File: config.mk
export PLATFORM = sky130hd
export DESIGN_NAME = uart_ram_dump
export DESIGN_NICKNAME = d
export VERILOG_FILES = /design/src/rtl/uart_dump_pkg.sv /design/src/rtl/uart_ram_dump.sv
export SDC_FILE = /design/constraint.sdc
export NUM_CORES = 1
export LEC_CHECK = 0
export ABC_AREA = 1
export BUFFER_PORTS_ARGS = -buffer_cell sky130_fd_sc_hd__buf_4
export CAP_MARGIN = 25
export CORE_ASPECT_RATIO = 1.75
export CORE_MARGIN = 1
export CORE_UTILIZATION = 30
export CTS_CLUSTER_DIAMETER = 150
export CTS_CLUSTER_SIZE = 14
export DETAILED_ROUTE_END_ITERATION = 16
export GPL_ROUTABILITY_DRIVEN = 0
export PLACE_DENSITY = 0.55
export SYNTH_ARGS = -nofsm -noshare
export SYNTH_HDL_FRONTEND = slang
export SYNTH_SLANG_ARGS = --single-unit
export TNS_END_PERCENT = 10
File: constraint.sdc
create_clock -name clk -period 1.9 [get_ports clk]
set_input_delay 0.19 -clock clk [delete_from_list [all_inputs] [get_ports clk]]
set_output_delay 0.19 -clock clk [all_outputs]
set_load 0.05 [all_outputs]
File: src/rtl/uart_dump_pkg.sv
// Shared types and constants for the UART RAM dump engine.
package uart_dump_pkg;

    typedef enum logic [2:0] {
        IDLE,
        HDR,
        RD,
        RDW,
        SEND,
        CSUM,
        FIN
    } dump_state_e;

    localparam logic [7:0] DUMP_HDR = 8'hA5;

endpackage

File: src/rtl/uart_ram_dump.sv
// Streams a block of RAM words out of a byte-wide UART transmitter as a
// framed dump: header byte, data bytes (LSB first), mod-256 checksum.
module uart_ram_dump
    import uart_dump_pkg::*;
#(
    parameter int XLEN     = 32,
    parameter int ADDR_LEN = 14
) (
    input  logic                clk,
    input  logic                rst,
    input  logic                start,
    input  logic [ADDR_LEN-1:0] start_addr,
    input  logic [ADDR_LEN:0]   word_cnt,
    output logic                busy,
    output logic                done,
    output logic                ram_rd_en,
    output logic [ADDR_LEN-1:0] ram_addr,
    input  logic [XLEN-1:0]     ram_rd_data,
    output logic                uart_tx_valid,
    output logic [7:0]          uart_tx_data,
    input  logic                uart_tx_busy
);

    dump_state_e         state, state_d;
    logic [ADDR_LEN-1:0] addr_q;
    logic [ADDR_LEN:0]   remain_q;
    logic [XLEN-1:0]     shreg_q;
    logic [1:0]          byte_idx_q;
    logic [7:0]          csum_q;
    logic                guard_q;
    logic                can_issue;
    logic                issue;
    logic [7:0]          tx_byte;

    // The guard masks the cycle after an issue, before the transmitter
    // has had a chance to raise its busy flag.
    assign can_issue = !uart_tx_busy && !guard_q;

    always_comb begin
        state_d = state;
        issue   = 1'b0;
        tx_byte = 8'h00;
        case (state)
            IDLE: if (start) state_d = HDR;
            HDR: begin
                tx_byte = DUMP_HDR;
                if (can_issue) begin
                    issue   = 1'b1;
                    state_d = (remain_q == '0) ? CSUM : RD;
                end
            end
            RD:  state_d = RDW;
            RDW: state_d = SEND;
            SEND: begin
                tx_byte = shreg_q[7:0];
                if (can_issue) begin
                    issue = 1'b1;
                    if (byte_idx_q == 2'd3)
                        state_d = (remain_q == '0) ? CSUM : RD;
                end
            end
            CSUM: begin
                tx_byte = csum_q;
                if (can_issue) begin
                    issue   = 1'b1;
                    state_d = FIN;
                end
            end
            FIN:     state_d = IDLE;
            default: state_d = IDLE;
        endcase
    end

    always_ff @(posedge clk) begin
        if (rst) begin
            state      <= IDLE;
            addr_q     <= '0;
            remain_q   <= '0;
            shreg_q    <= '0;
            byte_idx_q <= '0;
            csum_q     <= '0;
            guard_q    <= 1'b0;
        end else begin
            state   <= state_d;
            guard_q <= issue;
            case (state)
                IDLE: if (start) begin
                    addr_q     <= start_addr;
                    remain_q   <= word_cnt;
                    csum_q     <= '0;
                    byte_idx_q <= '0;
                end
                // Counter and address advance as the read is launched, so
                // the last-byte decision in SEND only needs remain_q.
                RD: begin
                    addr_q   <= addr_q + 1'b1;
                    remain_q <= remain_q - 1'b1;
                end
                RDW: begin
                    shreg_q    <= ram_rd_data;
                    byte_idx_q <= '0;
                end
                SEND: if (issue) begin
                    shreg_q    <= {8'h00, shreg_q[XLEN-1:8]};
                    csum_q     <= csum_q + shreg_q[7:0];
                    byte_idx_q <= byte_idx_q + 1'b1;
                end
                default: ;
            endcase
        end
    end

    assign busy          = (state != IDLE);
    assign done          = (state == FIN);
    assign ram_rd_en     = (state == RD);
    assign ram_addr      = addr_q;
    assign uart_tx_valid = issue;
    assign uart_tx_data  = tx_byte;

endmodule

## Yosys cells after proc, flatten, opt, wreduce, memory -nomap -nowiden

Cells that the tools add are included.

- Register bits: 75
- Output and inout bits: 26

- Add/subtract/negate cells: 4
- Equal/unequal tests: 13
- Muxes and demuxes: 22
- Reduce and logical (&&, ||, !) cells: 16

Operator list:

| kind | number |
|---|---|
| $pmux 32 s2 | 1 |
| $mux 32 | 1 |
| $pmux 15 s2 | 1 |
| $pmux 14 s2 | 1 |
| $pmux 8 s3 | 1 |
| $mux 3 | 6 |
| $pmux 3 s6 | 1 |
| $mux 8 | 2 |
| $pmux 8 s2 | 1 |
| $logic_not 15->1 | 1 |
| $mux 15 | 1 |
| $sub 15x1->15 const B | 1 |
| $add 14x1->14 const B | 1 |
| $mux 14 | 1 |
| $ne 2x2->1 const B | 6 |
| $eq 3x3->1 const B | 3 |
| $add 8x8->8 | 1 |
| $eq 3x2->1 const B | 2 |
| $pmux 2 s3 | 1 |
| $reduce_and 3->1 | 2 |
| $reduce_bool 2->1 | 3 |
| $reduce_bool 3->1 | 2 |
| $reduce_and 5->1 | 1 |
| $mux 2 | 2 |
| other kinds (9) | 12 |

## Longest topological paths before layout

Gate-level depths: netlist (run 1).

- Depth after elaboration: 6
- Mapped depth: 10

## Worst setup path before layout (run 1)

OpenSTA, ideal clock, no wires.

- Path type: reg2out
- Start point: register state[1]
- End point: output uart_tx_valid
- Data arrival time: 1.704 ns
- Data required time: 1.710 ns
- Setup slack: 0.006 ns
- Cell stages (with the launch flop): 4
- Path buffers: 2
- Cell sequence: dfxtp_1 -> buf_6 -> clkbuf_1 -> nor3_1

- Word-level cells in the longest chain between the ends: 3

Ends and longest elaborated chain:

| what | RTL line | source |
|---|---|---|
| start: declaration | uart_ram_dump.sv:24 | `dump_state_e state, state_d;` |
| start signal: assignment | uart_ram_dump.sv:84 | `state <= state_d;` |
| $eq 3x3->1 / $eq 3x1->1 (equally long branches) | uart_ram_dump.sv:43 | `case (state)` |
| $reduce_or 3->1 (no line) (*) | n/a |  |
| $mux 1 (*) | n/a |  |
| end: declaration | uart_ram_dump.sv:19 | `output logic uart_tx_valid,` |

Every way passes the cells marked *; elsewhere a longest branch is shown, timed or not.

## Worst setup path in the final report (run 1)

- Start point: register state[1]
- End point: output ram_rd_en

- Word-level cells in the longest chain between the ends: 1

Ends and longest elaborated chain:

| what | RTL line | source |
|---|---|---|
| $eq 3x2->1 | uart_ram_dump.sv:115 | `assign ram_rd_en = (state == RD);` |
| end: declaration | uart_ram_dump.sv:16 | `output logic ram_rd_en,` |

Every way passes these cells.

==> flow_summary_export.csv, run 1 <==
group,metric,value,unit
status,status,"completed",
logic_synthesis,avgSynthCellArea,6.64,um2
drt,num_vias,4582,
cts,clock_latency,0.33,ns
worst_setup_path,cp_top_family,"buffers and inverters",
worst_setup_path,cp_max_fo,35,
timing,setup_viol,0,
logic_synthesis,synthesis.area,0.00435,mm2
worst_setup_path,slowest_stage,"dfxtp_1",
timing,grt_setup_unrepaired,"no",
power_and_ir_drop,pwr-share-comb,48.4,%
floorplan,num_rows,57,
timing,fmax,0.565,GHz
power_and_ir_drop,switching_share,46.8,%
worst_setup_path,crit_chain,"buf_4 > nand2_4 > clkinv_2 > buf_12 > buf_4",
worst_setup_path,critical_path_required,1.71,ns
flow_run,maxCapViolations,0,
global_routing,grt_max_degree,43,
cts,cts_tree,"built",
worst_setup_path,worst-path-buf-inv,4,
timing,drv_slew,0,
global_routing,grt-ovfl-total,0,
logic_synthesis,synth_ff_type,"dfxtp_1",
placement,place_ws,0.307,ns
timing,fin_crit_sh,93.2,%
logic_synthesis,synth.area.mux_share,0,%
floorplan,die-area,0.0150,mm2
layout,fillerInstances,1520,
global_routing,grt_pass1_wl,20700,um
cts,cts_sinks,75,
layout,antenna_cells,0,
power_and_ir_drop,p_leak,2.45,nW
floorplan,die_w,93.0,um
power_and_ir_drop,power_density,1400,mW/mm2
timing,whs,0.0886,ns
worst_setup_path,cp_common_cell,"buf_4",
drt,firstDrtPassIters,5,
worst_setup_path,worstSetupPathType,"reg -> out",
logic_synthesis,async_flop_share,0,%
logic_synthesis,synth_xor_area_share,0.604,%
drt,finalWirelength,12800,um
cts,cts_root_buf,"clkbuf_16",
timing,fin_worst_skew,0.00834,ns
logic_synthesis,netlist_instances,655,
worst_setup_path,end_kind,"output pin",
cts,cts_max_path_buffers,2,
logic_synthesis,synth_area_leader_cell,"dfxtp_1",
logic_synthesis,synth_edf_count,0,
logic_synthesis,synthAdderAreaFrac,3.62,%
logic_synthesis,synth.area.top_cells,"dfxtp_1 (35%), nand2_1 (18%), a21oi_1 (5.6%)",
logic_synthesis,synth.distinct_cells,38,
logic_synthesis,synth-seq-cells,75,
floorplan,start_util,31.0,%
logic_synthesis,synth_compound_area_share,18.0,%
worst_hold_path,min-delay-path-class,"in -> reg",
drt,detail_route.vias_per_cell,4.96,
power_and_ir_drop,pwr-share-clk,21.9,%
timing,hold_viol_final,0,
drt,drc_errors,0,
logic_synthesis,yosysWarningCount,0,
logic_synthesis,synth_top_area_share,34.5,%
drt,final_antenna_net_count,0,
floorplan,core_area,0.0140,mm2
worst_setup_path,max_stage_delay,0.45,ns
worst_setup_path,arrival,1.58,ns
logic_synthesis,seq_area_frac_synth,34.5,%
cts,clk_pin_slew,0.06,ns
timing,finalSetupTns,0,ns
timing,finalWorstSetupSlack,0.129,ns
logic_synthesis,yosys.area_share.simple,34.6,%
worst_setup_path,start_kind,"flip-flop",
cts,cts_buffers,9,
layout,syn2layout_area_growth,26.6,%
layout,drive_above_1_share,19.6,%
timing,period_minus_slack,1.77,ns
worst_setup_path,r2r-start,"state[2]$_SDFFE_PP0P_",
power_and_ir_drop,power.switching,0.00360,W
layout,final_nets,818,
worst_hold_path,holdCritStartpoint,"word_cnt[1]",
cts,hold_buffers,0,
floorplan,io_pins,91,
logic_synthesis,synth_top_family_by_area,"simple AND/OR/NAND/NOR gates",
logic_synthesis,synth_nets,732,
global_routing,grt_pass1_vias,4285,
global_routing,grt_util_all_layers,17.3,%
logic_synthesis,synth_most_common_cell,"nand2_1",
placement,dp_hpwl,9530,um
floorplan,die_height,161,um
global_routing,antenna_found_initial,0,
power_and_ir_drop,ir_drop,0.670,mV
drt,drt_iter0_markers,127,
timing,max-slew-margin-rel,67.5,%
timing,tightest_slew,0.487,ns
drt,wire_per_inst,13.9,um
power_and_ir_drop,p_int,0.00409,W
cts,htreeDepth,3,
worst_setup_path,setup.worst_path.start,"state[1]$_SDFFE_PP0P_",
logic_synthesis,ys_top_cells_by_count,"nand2_1 (203), dfxtp_1 (75), nor2_1 (61)",
power_and_ir_drop,seq_power_share,29.8,%
placement,portBuffers,90,
## flip-flops by register name, indices dropped and copies added, names as in the netlist
register,count
guard_q,1
shreg_q,32
state,3
byte_idx_q,2
ram_addr,14
csum_q,8
remain_q,15
## metrics by stage
step / cell area, um2 / instances / total power (W) / util, %
floorplan: 4350 / 655 / 0.00501 / -
global placement: 5210 / 907 / 0.00600 / 37.1
detailed placement: 5210 / 907 / 0.00604 / 37.1
CTS: 5500 / 923 / 0.00776 / 39.2
global route: 5500 / 923 / 0.00828 / 39.2
finish: 5500 / 923 / 0.00769 / 39.2
## metal layers
metal	part of all wire (%)	GRT usage, %	routed length, um
met3	3.7	2.59	467
met2	55	32.9	7040
met1	40	19.3	5120
met4	1.2	5.17	157
met5	0	0	0
## layout by cell type (no fill, tap or decap), drive strengths merged
master      n
a32o        4
a31oi      24
o21ai      55
a21oi      49
fa          1
nor2       67
a211oi      3
clkinvlp    1
nand3b      7
nor3        7
o211ai      2
clkbuf      9
ha         11
nand4       7
nand2     210
or2         3
dfxtp      75
inv        51
o31ai       1
nand3      42
o22ai       4
nor3b       1
buf       105
xnor2       3
clkinv      3
nor4        1
## power groups by stage
| stage | Clock (W) | Sequential, W | Combinational (W) |
|---|---|---|---|
| final | 0.00168 | 0.00229 | 0.00372 |
| after global routing | 0.00180 | 0.00234 | 0.00413 |
| after CTS | 0.00173 | 0.00229 | 0.00375 |
| after detailed placement | 0 | 0.00231 | 0.00373 |
| after global placement | 0 | 0.00231 | 0.00369 |
| after floorplan | 0 | 0.00254 | 0.00247 |
## cell families (layout without fill, tap and decap cells)
kind of cell | Yosys count | in the layout
AND/OR/NAND/NOR | 345 | 345
AO/OA/AOI/OAI | 142 | 142
buffers and inverters | 78 | 169
flip-flops | 75 | 75
adder cells (fa/ha/maj) | 12 | 12
XOR/XNOR | 3 | 3
## worst register-to-register path, delay by kind of cell (launching register included)
kind	cells	cell delay [ns]
flops	1	0.52
buf+inv	2	0.29
simple gates	3	0.45
compound gates	2	0.27
## final timing paths
kind / endpoint / slack, ns / cells past startpoint
worst min-delay path: remain_q[1]$_SDFFE_PP0P_ / 0.09 / 3
worst max register to register: shreg_q[8]$_SDFFE_PP0P_ / 0.30 / 7
worst min register to register: shreg_q[25]$_SDFFE_PP0P_ / 0.46 / 2
worst max-delay path: ram_rd_en / 0.13 / 5
## what timing repair did
| item | 4_1_cts | 5_1_grt |
|---|---|---|
| gates cloned | 0 | 0 |
| setup endpoints to repair | 7 | 1 |
| resized for setup | 1 | 1 |
| setup buffers | 0 | 0 |
## area by class of cell
class | count | area (um2) | area share [%]
flip-flops and latches | 75 | 1500 | 27.3
clock inverters | 7 | 65.1 | 1.18
repair buffers | 105 | 826 | 15.0
inverters | 48 | 186 | 3.39
multi-input cells | 502 | 2480 | 45.0
well taps | 177 | 221 | 4.02
clock buffers | 9 | 225 | 4.09
Power figures use the tool's default switching activity.
==> inputs of run 2 (changes only) <==
REMOVE_ABC_BUFFERS = 1   (was not set)
==> run 2 against run 1 <==
Compared with the run above: final cell count up 0.43%; combinational power is 1% higher; clock-buffer cell count stayed put; register-to-register slack got worse by 0.08 ns; worst setup slack got worse by 0.036 ns; core utilization grew 0.44 points; sequential cell count stayed put; fmax decreased by 2.0%; die area is the same; cell area grew 1.1%; first-iteration DRC count up 5.5%.
==> flow_summary_export.csv, run 2 (same netlist as run 1, synthesis figures left out) <==
group,metric,value,unit
status,status,"completed",
floorplan,die_w,93.0,um
placement,place_ws,0.237,ns
drt,detail_route.vias_per_cell,4.89,
layout,largest_reg_flops,32,
layout,drive_above_1_share,20.3,%
worst_setup_path,worstSetupPathType,"reg -> out",
placement,dp_hpwl,9070,um
cts,cts_buffers,9,
power_and_ir_drop,power_density,1420,mW/mm2
layout,layout_commonest_cell,"nand2_1",
cts,cts_max_path_buffers,2,
global_routing,grt-ovfl-total,0,
layout,regMostFlops,"shreg_q",
timing,period_minus_slack,1.81,ns
floorplan,io_pins,91,
placement,place_area,0.00523,mm2
layout,syn2layout_area_growth,28.0,%
timing,tightest_slew,0.407,ns
power_and_ir_drop,p_leak,2.48,nW
timing,grt_setup_unrepaired,"no",
power_and_ir_drop,ir_drop,0.537,mV
global_routing,grt_pass1_vias,4377,
timing,fin_worst_skew,0.00880,ns
layout,antenna_cells,0,
floorplan,die_height,161,um
drt,num_vias,4532,
drt,drt_iter0_markers,134,
timing,drv_slew,0,
drt,final_antenna_net_count,0,
layout,final_cell_area,0.00557,mm2
worst_setup_path,end_kind,"output pin",
cts,clock_latency,0.34,ns
cts,cts_root_buf,"clkbuf_16",
flow_run,maxCapViolations,0,
cts,hold_buffers,0,
worst_hold_path,hold_depth,3,
floorplan,start_util,31.0,%
timing,finalSetupTns,0,ns
global_routing,grt_max_degree,31,
worst_setup_path,start_kind,"flip-flop",
cts,htreeDepth,3,
layout,final_nets,822,
layout,mostFrequentLayoutCells,"nand2_1 (203), buf_4 (106), dfxtp_1 (72), nor2_1 (61), a21oi_1 (49)",
timing,max-slew-margin-rel,72.7,%
floorplan,die-area,0.0150,mm2
worst_setup_path,cp_max_fo,25,
drt,finalWirelength,12300,um
global_routing,antenna_found_initial,0,
cts,cts_tree,"built",
cts,cts_sinks,75,
worst_hold_path,min-delay-path-class,"in -> reg",
drt,wire_per_inst,13.3,um
placement,portBuffers,90,
floorplan,num_rows,57,
worst_setup_path,r2r_cells,9,
timing,setup_viol,0,
timing,fin_crit_sh,95.1,%
timing,fmax,0.554,GHz
floorplan,core_area,0.0140,mm2
drt,drc_errors,0,
global_routing,grt_util_all_layers,17.1,%
worst_setup_path,critical_path_required,1.71,ns
timing,finalWorstSetupSlack,0.0937,ns
timing,hold_viol_final,0,
cts,clk_pin_slew,0.07,ns
drt,firstDrtPassIters,4,
global_routing,grt_pass1_wl,20400,um
worst_setup_path,arrival,1.62,ns
[run 2: changes by cell type in the layout (fill, tap and decap cells not counted), moves of 2 or more]
cell	before	now
dfxtp_2	1	3
dfxtp_1	74	72
bufinv_16	0	2
inv_8	2	0
buf_4	102	106
[run 2: report_power, final]
part	leakage [nW]	total [W]	switching, W	internal [W]
combinational	1.71	0.00376	0.00249	0.00127
sequential	0.612	0.00229	0.000361	0.00192
clock	0.156	0.00188	0.000724	0.00116
[run 2: area by class of cell]
class | instances | area, um2
fillers | 1457 | 8480
multi-input cells | 502 | 2470
flip-flops and latches | 75 | 1510
repair buffers | 109 | 856
clock buffers | 9 | 225
well taps | 177 | 221
inverters | 48 | 186
clock inverters | 7 | 98.8
[run 2: worst paths after layout]
| check | from | end | slack, ns |
|---|---|---|---|
| setup reg to reg | state[1]$_SDFFE_PP0P_ | shreg_q[17]$_SDFFE_PP0P_ | 0.22 |
| setup / recovery | state[1]$_SDFFE_PP0P_ | uart_tx_data[4] | 0.09 |
| hold reg to reg | shreg_q[28]$_SDFFE_PP0P_ | shreg_q[28]$_SDFFE_PP0P_ | 0.46 |
| hold / removal | word_cnt[1] | remain_q[1]$_SDFFE_PP0P_ | 0.09 |
[run 2: metal layers]
layer	wire length [um]	global-route usage, %
met1	5280	19.5
met3	502	3.06
met4	261	6.92
met2	6280	30.8
met5	0	0
[run 2: per-stage QoR]
| step | hold WS, ns | total power [W] | cells | util [%] |
|---|---|---|---|---|
| floorplan | 0.259 | 0.00483 | 625 | - |
| global placement | 0.425 | 0.00604 | 910 | 37.2 |
| detailed placement | 0.437 | 0.00607 | 910 | 37.2 |
| CTS | 0.0744 | 0.00801 | 927 | 39.6 |
| global route | 0.110 | 0.00851 | 927 | 39.6 |
| finish | 0.0883 | 0.00793 | 927 | 39.6 |
[run 2: what timing repair did]
action	in CTS	in global routing
endpoints found under the setup margin	7	0
resized for setup	3	0
setup buffers	1	0
[run 2: worst max-delay path: stages (launching register included)]
cell	delay, ns
dfxtp_2	0.38
inv_2	0.13
nand2_4	0.08
nor2_8	0.13
buf_12	0.17
a32o_1	0.17
buf_4	0.20
==> inputs of run 3 (changes only) <==
CORE_UTILIZATION = 55   (was 30)
PLACE_DENSITY = 0.86   (was 0.55)
==> run 3 against run 2 <==
Compared with the run above: combinational power about the same; routed wire length decreased by 4.5%; critical path type unchanged; largest power group unchanged; final cell count decreased by 9.9%; worst setup slack about the same; critical path depth decreased by 2; die area decreased by 45%; clock skew decreased by 0.0035 ns; first-iteration DRC count increased by 130%; sequential power about the same.
==> flow_summary_export.csv, run 3 (same netlist as run 1, synthesis figures left out) <==
group,metric,value,unit
worst_setup_path,worstSetupPathType,"reg -> out",
cts,cts_root_buf,"clkbuf_16",
timing,drv_slew,0,
cts,cts_max_path_buffers,2,
status,status,"completed",
layout,syn2layout_area_growth,24.8,%
global_routing,grt-ovfl-total,0,
power_and_ir_drop,power.switching,0.00353,W
floorplan,io_pins,91,
layout,fin_cells,835,
cts,cts_buffers,9,
placement,dp_cells,819,
drt,finalWirelength,11800,um
layout,final_cell_area,0.00543,mm2
worst_setup_path,cp_max_fo,29,
timing,hold_viol_final,0,
placement,dp_hpwl,8290,um
power_and_ir_drop,pwr-share-comb,47.3,%
drt,detail_route.vias_per_cell,5.66,
layout,regMostFlops,"shreg_q",
layout,largest_reg_flops,32,
global_routing,grt_pass1_vias,4527,
drt,drt_iter0_markers,313,
worst_setup_path,critical_path_required,1.71,ns
worst_setup_path,arrival,1.62,ns
power_and_ir_drop,p_int,0.00438,W
timing,finalWorstSetupSlack,0.0940,ns
cts,htreeDepth,3,
cts,clk_pin_slew,0.06,ns
cts,cts_sinks,75,
power_and_ir_drop,switching_share,44.6,%
worst_setup_path,end_kind,"output pin",
cts,clock_latency,0.34,ns
timing,tightest_slew,0.505,ns
layout,drive_above_1_share,19.9,%
global_routing,antenna_found_initial,0,
placement,place_area,0.00508,mm2
global_routing,grt_max_degree,43,
floorplan,die-area,0.00828,mm2
placement,place_ws,0.180,ns
layout,mostFrequentLayoutCells,"nand2_1 (203), buf_4 (104), dfxtp_1 (72), nor2_1 (60), a21oi_1 (49)",
timing,fmax,0.554,GHz
flow_run,maxCapViolations,0,
worst_hold_path,min-delay-path-class,"in -> reg",
power_and_ir_drop,power_density,1460,mW/mm2
power_and_ir_drop,ir_drop,0.856,mV
layout,antenna_cells,0,
timing,whs,0.0981,ns
worst_setup_path,start_kind,"flip-flop",
drt,wire_per_inst,14.1,um
timing,setup_viol,0,
floorplan,die_w,69.2,um
floorplan,die_height,120,um
timing,period_minus_slack,1.81,ns
power_and_ir_drop,p_leak,2.47,nW
drt,drc_errors,0,
drt,final_antenna_net_count,0,
floorplan,start_util,57.1,%
global_routing,grt_util_all_layers,28.7,%
timing,grt_setup_unrepaired,"no",
layout,final_nets,819,
timing,fin_crit_sh,95.1,%
cts,hold_buffers,0,
layout,postLayoutCoreUtil,71.2,%
drt,firstDrtPassIters,6,
floorplan,num_rows,42,
cts,cts_tree,"built",
global_routing,grt_pass1_wl,19300,um
timing,fin_worst_skew,0.00534,ns
floorplan,core_area,0.00762,mm2
timing,max-slew-margin-rel,66.3,%
placement,portBuffers,90,
drt,num_vias,4729,
layout,layout_commonest_cell,"nand2_1",
power_and_ir_drop,pwr-share-clk,23.7,%
power_and_ir_drop,seq_power_share,29.0,%
cts,cts_setup_buffers,0,
run 3: cell type report:
class	count	area [um2]
Clock buffer	12	256
Clock inverter	4	72.6
Fill cell	606	2190
Inverter	48	186
Multi-Input combinational cell	502	2470
Sequential cell	75	1510
Tap cell	88	110
Timing Repair Buffer	106	821
run 3: repair_timing:
action / CTS / global route
cloned: 0 / 0
resized for setup: 3 / 4
endpoints found under the setup margin: 9 / 9
run 3: routing by layer:
| layer | track usage [%] | share of wire (%) |
|---|---|---|
| met5 | 0 | 0 |
| met4 | 18.2 | 3.7 |
| met3 | 5.88 | 6.2 |
| met2 | 52.1 | 53 |
| met1 | 29.3 | 37 |
run 3: power by group through the flow:
stage	clock [W]	sequential, W	combinational, W
after floorplan	0	0.00258	0.00225
after global placement	0	0.00228	0.00358
after detailed placement	0	0.00230	0.00367
after CTS	0.00189	0.00228	0.00371
after global routing	0.00196	0.00233	0.00408
final	0.00187	0.00229	0.00374
run 3: through the flow:
stage	power (W)	TNS, ns
2_1_floorplan	0.00483	-1.10
3_3_place_gp	0.00587	0
3_5_place_dp	0.00597	0
4_1_cts	0.00787	0
5_1_grt	0.00837	0
6_report	0.00791	0
run 3: final timing paths:
path	end	from	cells after the start	slack, ns
worst max-delay path	ram_rd_en	state[2]$_SDFFE_PP0P_	4	0.09
worst max register to register	csum_q[4]$_SDFFE_PP0P_	shreg_q[0]$_SDFFE_PP0P_	7	0.18
worst min register to register	shreg_q[24]$_SDFFE_PP0P_	shreg_q[24]$_SDFFE_PP0P_	2	0.46
worst min-delay path	remain_q[1]$_SDFFE_PP0P_	word_cnt[1]	3	0.1
run 3: worst max-delay path, cell delays in order (launching register included):
cell and delay, ns:
dfxtp_2 0.45, nor2_8 0.08, nand2_4 0.06, clkinv_2 0.34
buf_4 0.34
